===== src/rtl/reset_sequencer.sv =====
// Staged reset-release controller. Asserts every downstream reset asynchronously,
// synchronises release of the global reset, then releases NUM_STAGES domains in
// order with a programmable gap. A software re-reset runs the same schedule and
// acknowledges completion with a single-cycle pulse.
module reset_sequencer #(
  parameter int unsigned NUM_STAGES  = 4,
  parameter int unsigned DELAY_W     = 8,
  parameter int unsigned SYNC_STAGES = 2
) (
  input  logic                  clk,
  input  logic                  reset,
  input  logic [DELAY_W-1:0]    stage_delay,
  input  logic                  sw_rst_req,
  output logic                  sw_rst_ack,
  output logic [NUM_STAGES-1:0] stage_rst_n,
  output logic                  all_released,
  output logic                  busy
);

  localparam int unsigned IDX_W = (NUM_STAGES > 1) ? $clog2(NUM_STAGES) : 1;
  localparam logic [IDX_W-1:0] LAST_IDX = IDX_W'(NUM_STAGES - 1);

  typedef enum logic [2:0] {
    StSync,
    StLoad,
    StWait,
    StRun,
    StSwHold
  } state_e;

  state_e                 state;
  logic [SYNC_STAGES-1:0] sync_q;
  logic                   rst_sync_n;
  logic [DELAY_W-1:0]     dly_r;
  logic [DELAY_W-1:0]     cnt;
  logic [IDX_W-1:0]       idx;
  logic                   pending;
  logic                   sw_flag;

  // Deassertion synchroniser: shifts in ones once reset is released.
  always_ff @(posedge clk or negedge reset) begin
    if (!reset) begin
      sync_q <= '0;
    end else begin
      sync_q <= {sync_q[SYNC_STAGES-2:0], 1'b1};
    end
  end

  assign rst_sync_n = sync_q[SYNC_STAGES-1];

  // Sequencing FSM; every output is a register updated alongside the state.
  always_ff @(posedge clk or negedge reset) begin
    if (!reset) begin
      state        <= StSync;
      dly_r        <= '0;
      cnt          <= '0;
      idx          <= '0;
      pending      <= 1'b0;
      sw_flag      <= 1'b0;
      stage_rst_n  <= '0;
      all_released <= 1'b0;
      busy         <= 1'b1;
      sw_rst_ack   <= 1'b0;
    end else begin
      sw_rst_ack <= 1'b0;
      // Requests seen outside RUN are remembered and serviced once RUN is reached.
      if (state != StRun && sw_rst_req) begin
        pending <= 1'b1;
      end
      unique case (state)
        StSync: begin
          // Leave SYNC on the same edge that rst_sync_n rises.
          if (rst_sync_n || sync_q[SYNC_STAGES-2]) begin
            state <= StLoad;
            dly_r <= stage_delay;
            cnt   <= stage_delay;
            idx   <= '0;
          end
        end
        StLoad, StWait: begin
          state <= StWait;
          if (cnt != '0) begin
            cnt <= cnt - 1'b1;
          end else begin
            stage_rst_n[idx] <= 1'b1;
            cnt              <= dly_r;
            if (idx == LAST_IDX) begin
              state        <= StRun;
              all_released <= 1'b1;
              busy         <= 1'b0;
              if (sw_flag) begin
                sw_rst_ack <= 1'b1;
                sw_flag    <= 1'b0;
              end
            end else begin
              idx <= idx + 1'b1;
            end
          end
        end
        StRun: begin
          if (sw_rst_req || pending) begin
            state        <= StSwHold;
            stage_rst_n  <= '0;
            all_released <= 1'b0;
            busy         <= 1'b1;
            pending      <= 1'b0;
            sw_flag      <= 1'b1;
            dly_r        <= stage_delay;
            cnt          <= stage_delay;
          end
        end
        StSwHold: begin
          // Hold every domain in reset for dly_r+1 cycles, then reuse the release schedule.
          if (cnt != '0) begin
            cnt <= cnt - 1'b1;
          end else begin
            state <= StWait;
            cnt   <= dly_r;
            idx   <= '0;
          end
        end
        default: begin
          state <= StSync;
        end
      endcase
    end
  end

endmodule


===== config.mk =====
export PLATFORM = sky130hd
export DESIGN_NAME = reset_sequencer
export DESIGN_NICKNAME = d
export VERILOG_FILES = /design/src/rtl/reset_sequencer.sv
export SDC_FILE = /design/constraint.sdc
export NUM_CORES = 1
export LEC_CHECK = 0
export CAP_MARGIN = 0
export CORE_ASPECT_RATIO = 1.1
export CORE_UTILIZATION = 55
export CTS_CLUSTER_DIAMETER = 150
export CTS_CLUSTER_SIZE = 28
export DETAILED_ROUTE_END_ITERATION = 8
export PLACE_DENSITY = 0.77
export SETUP_SLACK_MARGIN = 0.15
export SYNTH_ARGS = -nofsm -noshare
export SYNTH_HDL_FRONTEND = slang
export SYNTH_SLANG_ARGS = --single-unit

===== constraint.sdc =====
create_clock -name clk -period 2.62 [get_ports clk]
set_input_delay 0.524 -clock clk [delete_from_list [all_inputs] [get_ports clk]]
set_output_delay 0.524 -clock clk [all_outputs]
set_load 0.05 [all_outputs]

==> summary.md, run 1 <==
| Metric | Value |
|---|---|
| CTS Sinks | `32` |
| Placed Instances | `216` |
| Cts repair resizes | `0` |
| Dominant cells by area after synthesis | `dfrtp_1 43%, mux2_2 6.2%, ha_1 4.1%, o211ai_1 3.7%, mux2i_1 3.3%` |
| Critical-path cell list | `clkdlybuf4s50_1` |
| Worst skew pair latency | `0.35 ns` |
| TritonCTS clock tree | `yes` |
| First-pass GRT wire length | `6410 um` |
| Setup Fix Bufs, Post-CTS | `0` |
| H-tree Lvls | `2` |
| Main flop type after synthesis | `dfrtp_1` |
| Die Span Y | `62.38 um` |
| Clock transition at path regs | `0.10 ns` |
| Post-CTS Hold Buffers | `0` |
| Max Clk Rate | `455.6 MHz` |
| Worst Max-Slew Pin Slew | `0.5561 ns` |
| Core Rows | `21` |
| Worst setup EP type | `primary output` |
| Initial antenna violation count | `0` |
| Design Area, Final | `2093 um2` |
| Share of post-route cells with drive strength above 1 | `0.1842` |
| Initial core utilization | `0.5880` |
| Synth-to-Final Area Change | `14.83%` |
| Largest family of logic cells by synthesized area | `compound AO/OA/AOI/OAI gates` |
| IO Port Bufs | `17` |
| Fillers | `252` |
| Final Skew | `0.01575 ns` |
| LEAKAGE | `0.8756 nW` |
| Status | `complete, but fails checks` |
| Synthesized cell area | `1823 um2` |
| Max-slew violation count | `0` |
| CP Max Fanout | `2` |
| Cells after synthesis | `167` |
| Yosys synthesis warning count | `0` |
| Max-Cap Viols | `0` |
| Synthesized flop and latch total | `32` |
| Non-filler cells, final | `224` |
| GRT Util Overall | `0.2391` |
| Final Hold Violating Endpoints | `0` |
| Crit-path slowest cell | `clkdlybuf4s50_1` |
| Synth top area share | `0.4255` |
| Num CTS Buffers | `5` |
| Worst setup margin | `0.4252 ns` |
| Hold/Removal Path Class | `reg2reg` |
| Setup total negative slack | `0 ns` |
| Vias in the first global route | `1385` |
| Core area | `3100 um2` |
| Power Density | `1266 nW/um2` |
| Worst slack at placement | `0.3525 ns` |
| Synth Area in Adders | `0.04118` |
| Unique masters post-synth | `49` |
| Die area | `3549 um2` |
| Setup CP Type | `reg2out` |
| Sequential cell area | `802.0 um2` |
| Final wirelength | `3792 um` |
| RePlAce Congestion | `0.8472` |
| Final setup viols | `0` |
| Max incr delay on CP | `0.79 ns` |
| DP Area | `2013 um2` |
| Ports | `18` |
| CP arrival | `1.67 ns` |
| Post-route DRC | `3` |
| Register area share after synthesis | `0.4399` |
| ANT nets after route | `0` |
| # diodes | `0` |
| Area leader, netlist | `dfrtp_1` |
| Vias | `1388` |
| Violations in the final reports | `design-rule violations` |
| Clock buffer depth | `2` |
| Cell depth of the worst setup path | `1` |
| Relative slew slack | `0.6272` |
| Global route overflow | `0` |
| Peak supply drop | `0.0006806 V` |
| Fin crit period | `2.195 ns` |
| Area of the multi-input gates | `945.9 um2` |
| Via-to-Cell Ratio | `6.196` |
| Reg2reg path depth | `6` |
| Asr flop ratio synth | `1.000` |
| Post-layout util | `0.6751` |
| CTS root buffer | `clkbuf_4` |
| Hold path depth | `0` |
| Synth Net Count | `184` |
| 1st-iter DRT viols | `45` |
| Unrepaired setup endpoints after global routing | `false` |
| Family with the most delay on the worst path | `buffers and inverters` |
| Post-DP HPWL | `2692 um` |
| Buffers & Inverters on Critical Path | `1` |
| WP data required | `2.10 ns` |
| Final nets | `206` |
| Largest net degree at the start of global routing | `33` |
| Die W | `56.89 um` |
| Number of synthesized flops with an enable pin | `0` |
| Pre-antenna DRT Iters | `7` |
| XOR/XNOR Fraction of Synth Area | `0.01922` |
| Post-synthesis mux area share | `0.1030` |
| Syn avg cell area | `10.92 um2` |
| Post-synthesis simple-gate area fraction | `0.1428` |
| Per-cell routed wire length | `16.93 um` |
| Synth Area in Compound Gates | `0.2107` |
| Final worst-path cycle share | `0.8377` |
| Startpoint Class | `flip-flop` |
-- power by group --
group	internal, mW	switching, mW	leakage, nW
combinational	0.609	0.720	0.450
clock	0.199	0.180	0.0412
sequential	0.692	0.249	0.384
total	1.50	1.15	0.876
-- metal layers --
metal  routed length (um)  GRT usage  vias up  part of all wire
met3                  118    0.06418        6             0.031
met1                 1615     0.2670      692              0.43
met2                 1988     0.4221       23              0.52
met5                    0          0        -                 0
li1                     -          -      667                 -
met4                   70     0.1006        0             0.018
-- final cells by class --
type / count / area share
timing repair buffer: 20 / 0.09205
clock buffer: 5 / 0.01793
inverter: 8 / 0.01435
tap: 34 / 0.02032
clock inverter: 3 / 0.02032
multi-input combinational: 122 / 0.4519
sequential: 32 / 0.3831
-- cell usage after synthesis (2+ instances only) --
cell       instances
dfrtp_1           31
nor2_1            12
mux2_2            10
nand2_1            9
o211ai_1           9
inv_1              8
a31oi_1            7
nor3_1             7
ha_1               6
mux2i_1            6
a21oi_1            5
nor3b_1            5
o21ai_0            4
xnor2_1            4
a211oi_1           3
buf_6              3
nand3_1            3
a21o_1             2
o22ai_1            2
o2bb2ai_1          2
-- cells by family after synthesis --
group,count (synthesis)
buffers and inverters,13
xor gates and xnor gates,4
muxes,17
other,1
DFF,32
AOI/OAI and AO/OA,50
and+or+nand+nor,44
adders and majority gates,6
-- flip-flops by register name, summed over array words and instances (netlist names) --
| register | count |
|---|---|
| state | 3 |
| cnt | 8 |
| busy | 1 |
| all_released | 1 |
| sw_rst_ack | 1 |
| stage_rst_n | 4 |
| sync_q | 2 |
| idx | 2 |
| pending | 1 |
| dly_r | 8 |
| sw_flag | 1 |
-- cells in the final DEF, fill, tap and decap left out, types with 4 or more instances in the layout --
cell | Yosys | layout
clkbuf_4 | 0 | 5
clkdlybuf4s50_1 | 0 | 17
nor2_1 | 12 | 12
nand2_1 | 9 | 9
mux2_2 | 10 | 10
xnor2_1 | 4 | 4
dfrtp_1 | 31 | 31
ha_1 | 6 | 6
mux2i_1 | 6 | 6
a21oi_1 | 5 | 5
inv_1 | 8 | 8
o211ai_1 | 9 | 9
nor3_1 | 7 | 7
nor3b_1 | 5 | 5
a31oi_1 | 7 | 7
o21ai_0 | 4 | 4
-- per-stage QoR --
stage               hold slack (ns)  power (mW)
floorplan                    0.2284       1.996
global placement             0.3823       2.211
detailed placement           0.3907       2.273
CTS                          0.4133       2.662
global route                 0.4278       2.825
finish                       0.4051       2.650
-- worst paths after layout --
kind / from / endpoint / slack, ns
setup / recovery: busy$_DFFE_PN1P_ / busy / 0.43
hold / removal: sync_q[0]$_DFF_PN0_ / sync_q[1]$_DFF_PN0_ / 0.41
setup reg to reg: cnt[1]$_DFFE_PN0P_ / cnt[4]$_DFFE_PN0P_ / 0.49
hold reg to reg: sync_q[0]$_DFF_PN0_ / sync_q[1]$_DFF_PN0_ / 0.41
max in group asynchronous: reset / busy$_DFFE_PN1P_ / 1.74
min in group asynchronous: reset / stage_rst_n[3]$_DFFE_PN0P_ / 0.55
Power figures use the tool's default switching activity.
==> inputs of run 2 (changes only) <==
--- a/config.mk
+++ b/config.mk
@@ -7,11 +7,11 @@
 export LEC_CHECK = 0
 export CAP_MARGIN = 0
 export CORE_ASPECT_RATIO = 1.1
-export CORE_UTILIZATION = 55
+export CORE_UTILIZATION = 51
 export CTS_CLUSTER_DIAMETER = 150
 export CTS_CLUSTER_SIZE = 28
 export DETAILED_ROUTE_END_ITERATION = 8
-export PLACE_DENSITY = 0.77
+export PLACE_DENSITY = 0.75
 export SETUP_SLACK_MARGIN = 0.15
 export SYNTH_ARGS = -nofsm -noshare
 export SYNTH_HDL_FRONTEND = slang
==> constraint.sdc (replaced) <==
create_clock -name clk -period 2 [get_ports clk]
set_input_delay 0.4 -clock clk [delete_from_list [all_inputs] [get_ports clk]]
set_output_delay 0.4 -clock clk [all_outputs]
set_load 0.05 [all_outputs]
==> summary.md, run 2 (synthesis results as in run 1) <==
| Metric | Value |
|---|---|
| Status | `finished clean` |
| 1st-iter DRT viols | `58` |
| Per-cell routed wire length | `16.68 um` |
| Buffers & Inverters on Critical Path | `1` |
| Final Skew | `0.007351 ns` |
| Switch share | `0.4373` |
| Post-route DRC | `0` |
| Clock transition at path regs | `0.09 ns` |
| Power share of the clock group | `0.103` |
| Num CTS Buffers | `5` |
| Crit-path slowest cell | `or4b_4` |
| RePlAce Congestion | `0.9185` |
| Fillers | `287` |
| Final setup viols | `0` |
| Peak supply drop | `0.0008093 V` |
| CTS root buffer | `clkbuf_4` |
| Max Clk Rate | `537.8 MHz` |
| Worst slack at placement | `0.05006 ns` |
| Final nets | `223` |
| Unrepaired setup endpoints after global routing | `true` |
| Highest-count cells in the layout ignoring fill and taps | `30 x dfrtp_1, 20 x buf_4, 12 x nor2_1` |
| Final wirelength | `4254 um` |
| Most common cell after layout, fill and taps aside | `dfrtp_1` |
| DP Area | `2103 um2` |
| Initial core utilization | `0.5384` |
| Vias | `1527` |
| Share of post-route cells with drive strength above 1 | `0.2802` |
| Critical-path cell list | `inv_2 -> ha_4 -> or4b_4 -> nor2_8 -> o22ai_4 -> mux2_4` |
| Final Hold Violating Endpoints | `0` |
| Via-to-Cell Ratio | `5.988` |
| GRT Util Overall | `0.2427` |
| Power Density | `1668 nW/um2` |
| Die Span Y | `64.71 um` |
| # diodes | `0` |
| ANT nets after route | `0` |
| Vias in the first global route | `1558` |
| H-tree Lvls | `2` |
| Gate power share | `0.574` |
| Max incr delay on CP | `0.53 ns` |
| Final worst-path cycle share | `0.9298` |
| Setup total negative slack | `0 ns` |
| IO Port Bufs | `17` |
| Core Rows | `22` |
| Die W | `59.01 um` |
| Max-slew violation count | `0` |
| Net Sw Power | `1.646 mW` |
| CP arrival | `2.09 ns` |
| CP Max Fanout | `4` |
| Worst setup EP type | `flip-flop` |
| Internal power | `2.118 mW` |
| CTS Sinks | `32` |
| Global route overflow | `0` |
| Initial antenna violation count | `0` |
| Largest regs | `cnt x8, dly_r x8, stage_rst_n x4` |
| Startpoint Class | `flip-flop` |
| Hold/Removal Path Class | `reg2reg` |
| Post-DP HPWL | `2901 um` |
| Clock buffer depth | `2` |
| Die area | `3818 um2` |
| Largest net degree at the start of global routing | `33` |
| Sequential cell area | `803.3 um2` |
| LEAKAGE | `0.9820 nW` |
| Max-Cap Viols | `0` |
| TritonCTS clock tree | `yes` |
| Fin crit period | `1.860 ns` |
| Pre-antenna DRT Iters | `4` |
| Setup CP Type | `reg2reg` |
| First-pass GRT wire length | `6913 um` |
| Area of the multi-input gates | `982.2 um2` |
| Synth-to-Final Area Change | `23.82%` |
| Worst skew pair latency | `0.34 ns` |
| WP data required | `2.23 ns` |
| Design Area, Final | `2257 um2` |
| Core area | `3386 um2` |
| Worst setup margin | `0.1405 ns` |
| Ports | `18` |
| Register share of total power | `0.323` |
| Family with the most delay on the worst path | `simple AND/OR/NAND/NOR gates` |
==> run 2: cell types whose count changed in the layout (fill, tap and decap cells not counted), moves of 2 or more <==
cell | previous run | this run
clkbuf_1 | 0 | 2
inv_1 | 8 | 6
clkdlybuf4s50_1 | 17 | 10
dlygate4sd2_1 | 0 | 6
inv_2 | 0 | 2
buf_4 | 3 | 20
==> run 2: repair_timing <==
| item | CTS | global route |
|---|---|---|
| hold buffers | 0 | 0 |
| gates resized for setup | 12 | 2 |
| buffers inserted | 1 | 8 |
| endpoints found under the setup margin | 19 | 15 |
| pin swaps | 0 | 5 |
==> run 2: power groups by stage <==
stage | sequential, mW | clock [mW] | combinational, mW
global route | 1.25 | 0.424 | 2.33
detailed placement | 1.20 | 0 | 1.96
finish | 1.22 | 0.387 | 2.16
global placement | 1.19 | 0 | 1.89
CTS | 1.20 | 0.402 | 2.00
floorplan | 1.23 | 0 | 1.39
==> run 2: path summary, 6_finish.rpt <==
check	start	end	slack, ns	cells past startpoint
worst max-delay path	cnt[1]$_DFFE_PN0P_	idx[0]$_DFFE_PN0P_	0.14	6
worst min-delay path	sync_q[0]$_DFF_PN0_	sync_q[1]$_DFF_PN0_	0.42	0
worst max register to register	cnt[1]$_DFFE_PN0P_	idx[0]$_DFFE_PN0P_	0.14	6
worst min register to register	sync_q[0]$_DFF_PN0_	sync_q[1]$_DFF_PN0_	0.42	0
max in group asynchronous	reset	busy$_DFFE_PN1P_	1.21	2
min in group asynchronous	reset	stage_rst_n[0]$_DFFE_PN0P_	0.45	2
==> run 2: through the flow <==
step	cells	hold slack [ns]	utilization	power, mW
3_5_place_dp	238	0.3862	0.6212	3.159
6_report	255	0.4179	0.6667	3.764
3_3_place_gp	238	0.3822	0.6212	3.074
2_1_floorplan	167	0.1044	-	2.618
5_1_grt	255	0.4501	0.6667	4.007
4_1_cts	247	0.4242	0.6460	3.601
==> run 2: cell type report <==
cell class | instances | share of cell area
Clock buffer | 8 | 0.02605
Inverter | 8 | 0.01330
Multi-Input combinational cell | 122 | 0.4351
Sequential cell | 32 | 0.3559
Tap cell | 48 | 0.02661
Timing Repair Buffer | 37 | 0.1430
==> run 2: routing by layer <==
| layer | share of wire | track usage |
|---|---|---|
| met4 | 0.025 | 0.1161 |
| met2 | 0.52 | 0.4247 |
| met1 | 0.42 | 0.2699 |
| met3 | 0.038 | 0.05988 |
| met5 | 0 | 0 |
==> inputs of run 3 (changes only) <==
--- a/config.mk
+++ b/config.mk
@@ -11,6 +11,7 @@
 export CTS_CLUSTER_DIAMETER = 150
 export CTS_CLUSTER_SIZE = 28
 export DETAILED_ROUTE_END_ITERATION = 8
+export GPL_TIMING_DRIVEN = 0
 export PLACE_DENSITY = 0.75
 export SETUP_SLACK_MARGIN = 0.15
 export SYNTH_ARGS = -nofsm -noshare
==> summary.md, run 3 (synthesis results as in run 1) <==
| Metric | Value |
|---|---|
| Status | `finished clean` |
| Fin crit period | `1.831 ns` |
| Clock transition at path regs | `0.10 ns` |
| Most common cell after layout, fill and taps aside | `dfrtp_1` |
| Synth-to-Final Area Change | `26.49%` |
| Relative slew slack | `0.4410` |
| Num CTS Buffers | `5` |
| Unrepaired setup endpoints after global routing | `true` |
| Worst slack at placement | `-0.3878 ns` |
| Core Rows | `22` |
| Per-cell routed wire length | `15.81 um` |
| Post-route DRC | `0` |
| Final Hold Violating Endpoints | `0` |
| Peak supply drop | `0.0009078 V` |
| Initial core utilization | `0.5384` |
| Worst Max-Slew Pin Slew | `0.8321 ns` |
| Max Clk Rate | `546.0 MHz` |
| Vias in the first global route | `1408` |
| Setup CP Type | `reg2reg` |
| H-tree Lvls | `2` |
| Global route overflow | `0` |
| RePlAce Congestion | `0.8418` |
| Share of post-route cells with drive strength above 1 | `0.2767` |
| Max-Cap Viols | `0` |
| Flop-to-flop setup slack | `0.17 ns` |
| Die Span Y | `64.71 um` |
| Final worst-path cycle share | `0.9157` |
| CTS Sinks | `32` |
| Final setup viols | `0` |
| Largest net degree at the start of global routing | `21` |
| Reg-to-Reg End | `idx[0]$_DFFE_PN0P_` |
| TritonCTS clock tree | `yes` |
| # diodes | `0` |
| LEAKAGE | `0.9895 nW` |
| Largest regs | `cnt x8, dly_r x8, stage_rst_n x4` |
| CTS root buffer | `clkbuf_4` |
| Setup total negative slack | `0 ns` |
| Final wirelength | `4016 um` |
| Reg2reg path depth | `6` |
| Max-slew violation count | `0` |
| Crit-path slowest cell | `or4b_4` |
| Core area | `3386 um2` |
| Pre-antenna DRT Iters | `4` |
| Via-to-Cell Ratio | `5.850` |
| Hold path depth | `0` |
| Post-DP HPWL | `2705 um` |
| Die area | `3818 um2` |
| Vias | `1486` |
| Final nets | `222` |
| CP arrival | `2.06 ns` |
| Hold/Removal Path Class | `reg2reg` |
| GRT Util Overall | `0.2313` |
| Initial antenna violation count | `0` |
| Critical-path cell list | `inv_2 -> ha_4 -> or4b_4 -> nor2_8 -> o22ai_4 -> mux2_4` |
| Power Density | `1623 nW/um2` |
| Max incr delay on CP | `0.54 ns` |
| Worst setup EP type | `flip-flop` |
| CP Max Fanout | `3` |
| Final Skew | `0.01027 ns` |
| Worst r2r src | `cnt[0]$_DFFE_PN0P_` |
| WP data required | `2.23 ns` |
| First-pass GRT wire length | `6417 um` |
| Startpoint Class | `flip-flop` |
| Worst skew pair latency | `0.34 ns` |
| Clock buffer depth | `2` |
| 1st-iter DRT viols | `60` |
| Hold wc startpoint | `sync_q[0]$_DFF_PN0_` |
| Final hold slack | `0.4175 ns` |
| Die W | `59.01 um` |
| ANT nets after route | `0` |
| Ports | `18` |
| IO Port Bufs | `17` |
| WHS Endpoint | `sync_q[1]$_DFF_PN0_` |
| Highest-count cells in the layout ignoring fill and taps | `30 x dfrtp_1, 12 x buf_4, 12 x nor2_1` |
| Worst setup margin | `0.1686 ns` |
[run 3: final cells by class]
type	count	area (um2)
inverter	8	30.03
clock buffer	8	58.81
fill	273	1080
multi-input combinational	122	1006
sequential	32	803.3
timing repair buffer	31	302.8
tap	48	60.06
buffer	5	45.04
[run 3: per-layer routing]
metal  routed length (um)  track usage  share of wire
met1                 1631       0.2739           0.41
met2                 2041       0.3665           0.51
met3                  171      0.04990          0.043
met4                  171       0.1637          0.043
met5                    0            0              0
[run 3: report_power, final]
| group | leakage (nW) | total [mW] | internal, mW | switching [mW] |
|---|---|---|---|---|
| clock network | 0.0326 | 0.385 | 0.173 | 0.211 |
| logic | 0.574 | 2.16 | 1.04 | 1.12 |
| registers | 0.383 | 1.19 | 0.910 | 0.284 |
[run 3: repair_timing]
item	in CTS	in global routing
hold buffers	0	0
pin swaps	4	7
setup buffers	8	5
resized for setup	15	7
setup endpoints to repair	32	18
[run 3: stage by stage]
stage | area, um2 | power, mW | utilization | cells
final | 2306 | 3.743 | 0.6811 | 254
after global routing | 2306 | 3.995 | 0.6811 | 254
after CTS | 2230 | 3.568 | 0.6585 | 249
after detailed placement | 2083 | 3.058 | 0.6153 | 233
after global placement | 2056 | 2.982 | 0.6072 | 232
after floorplan | 1826 | 2.618 | - | 167
[run 3: worst max-delay path: cells and delay by family (launching register included)]
| family | cells | cell delay [ns] |
|---|---|---|
| adder cells (fa/ha/maj) | 1 | 0.14 |
| AO/OA/AOI/OAI | 1 | 0.08 |
| flip-flops | 1 | 0.44 |
| AND/OR/NAND/NOR | 2 | 0.68 |
| buffers and inverters | 1 | 0.08 |
| multiplexers | 1 | 0.30 |
[run 3: worst max path at each step]
stage | startpoint | end | depth (start not counted)
2_1_floorplan | cnt[0]$_DFFE_PN0P_ | idx[0]$_DFFE_PN0P_ | 6
3_3_place_gp | sw_rst_req | cnt[5]$_DFFE_PN0P_ | 6
3_5_place_dp | sw_rst_req | cnt[3]$_DFFE_PN0P_ | 6
4_1_cts | cnt[0]$_DFFE_PN0P_ | cnt[2]$_DFFE_PN0P_ | 7
5_1_grt | cnt[0]$_DFFE_PN0P_ | cnt[2]$_DFFE_PN0P_ | 7
6_report | cnt[0]$_DFFE_PN0P_ | idx[0]$_DFFE_PN0P_ | 6
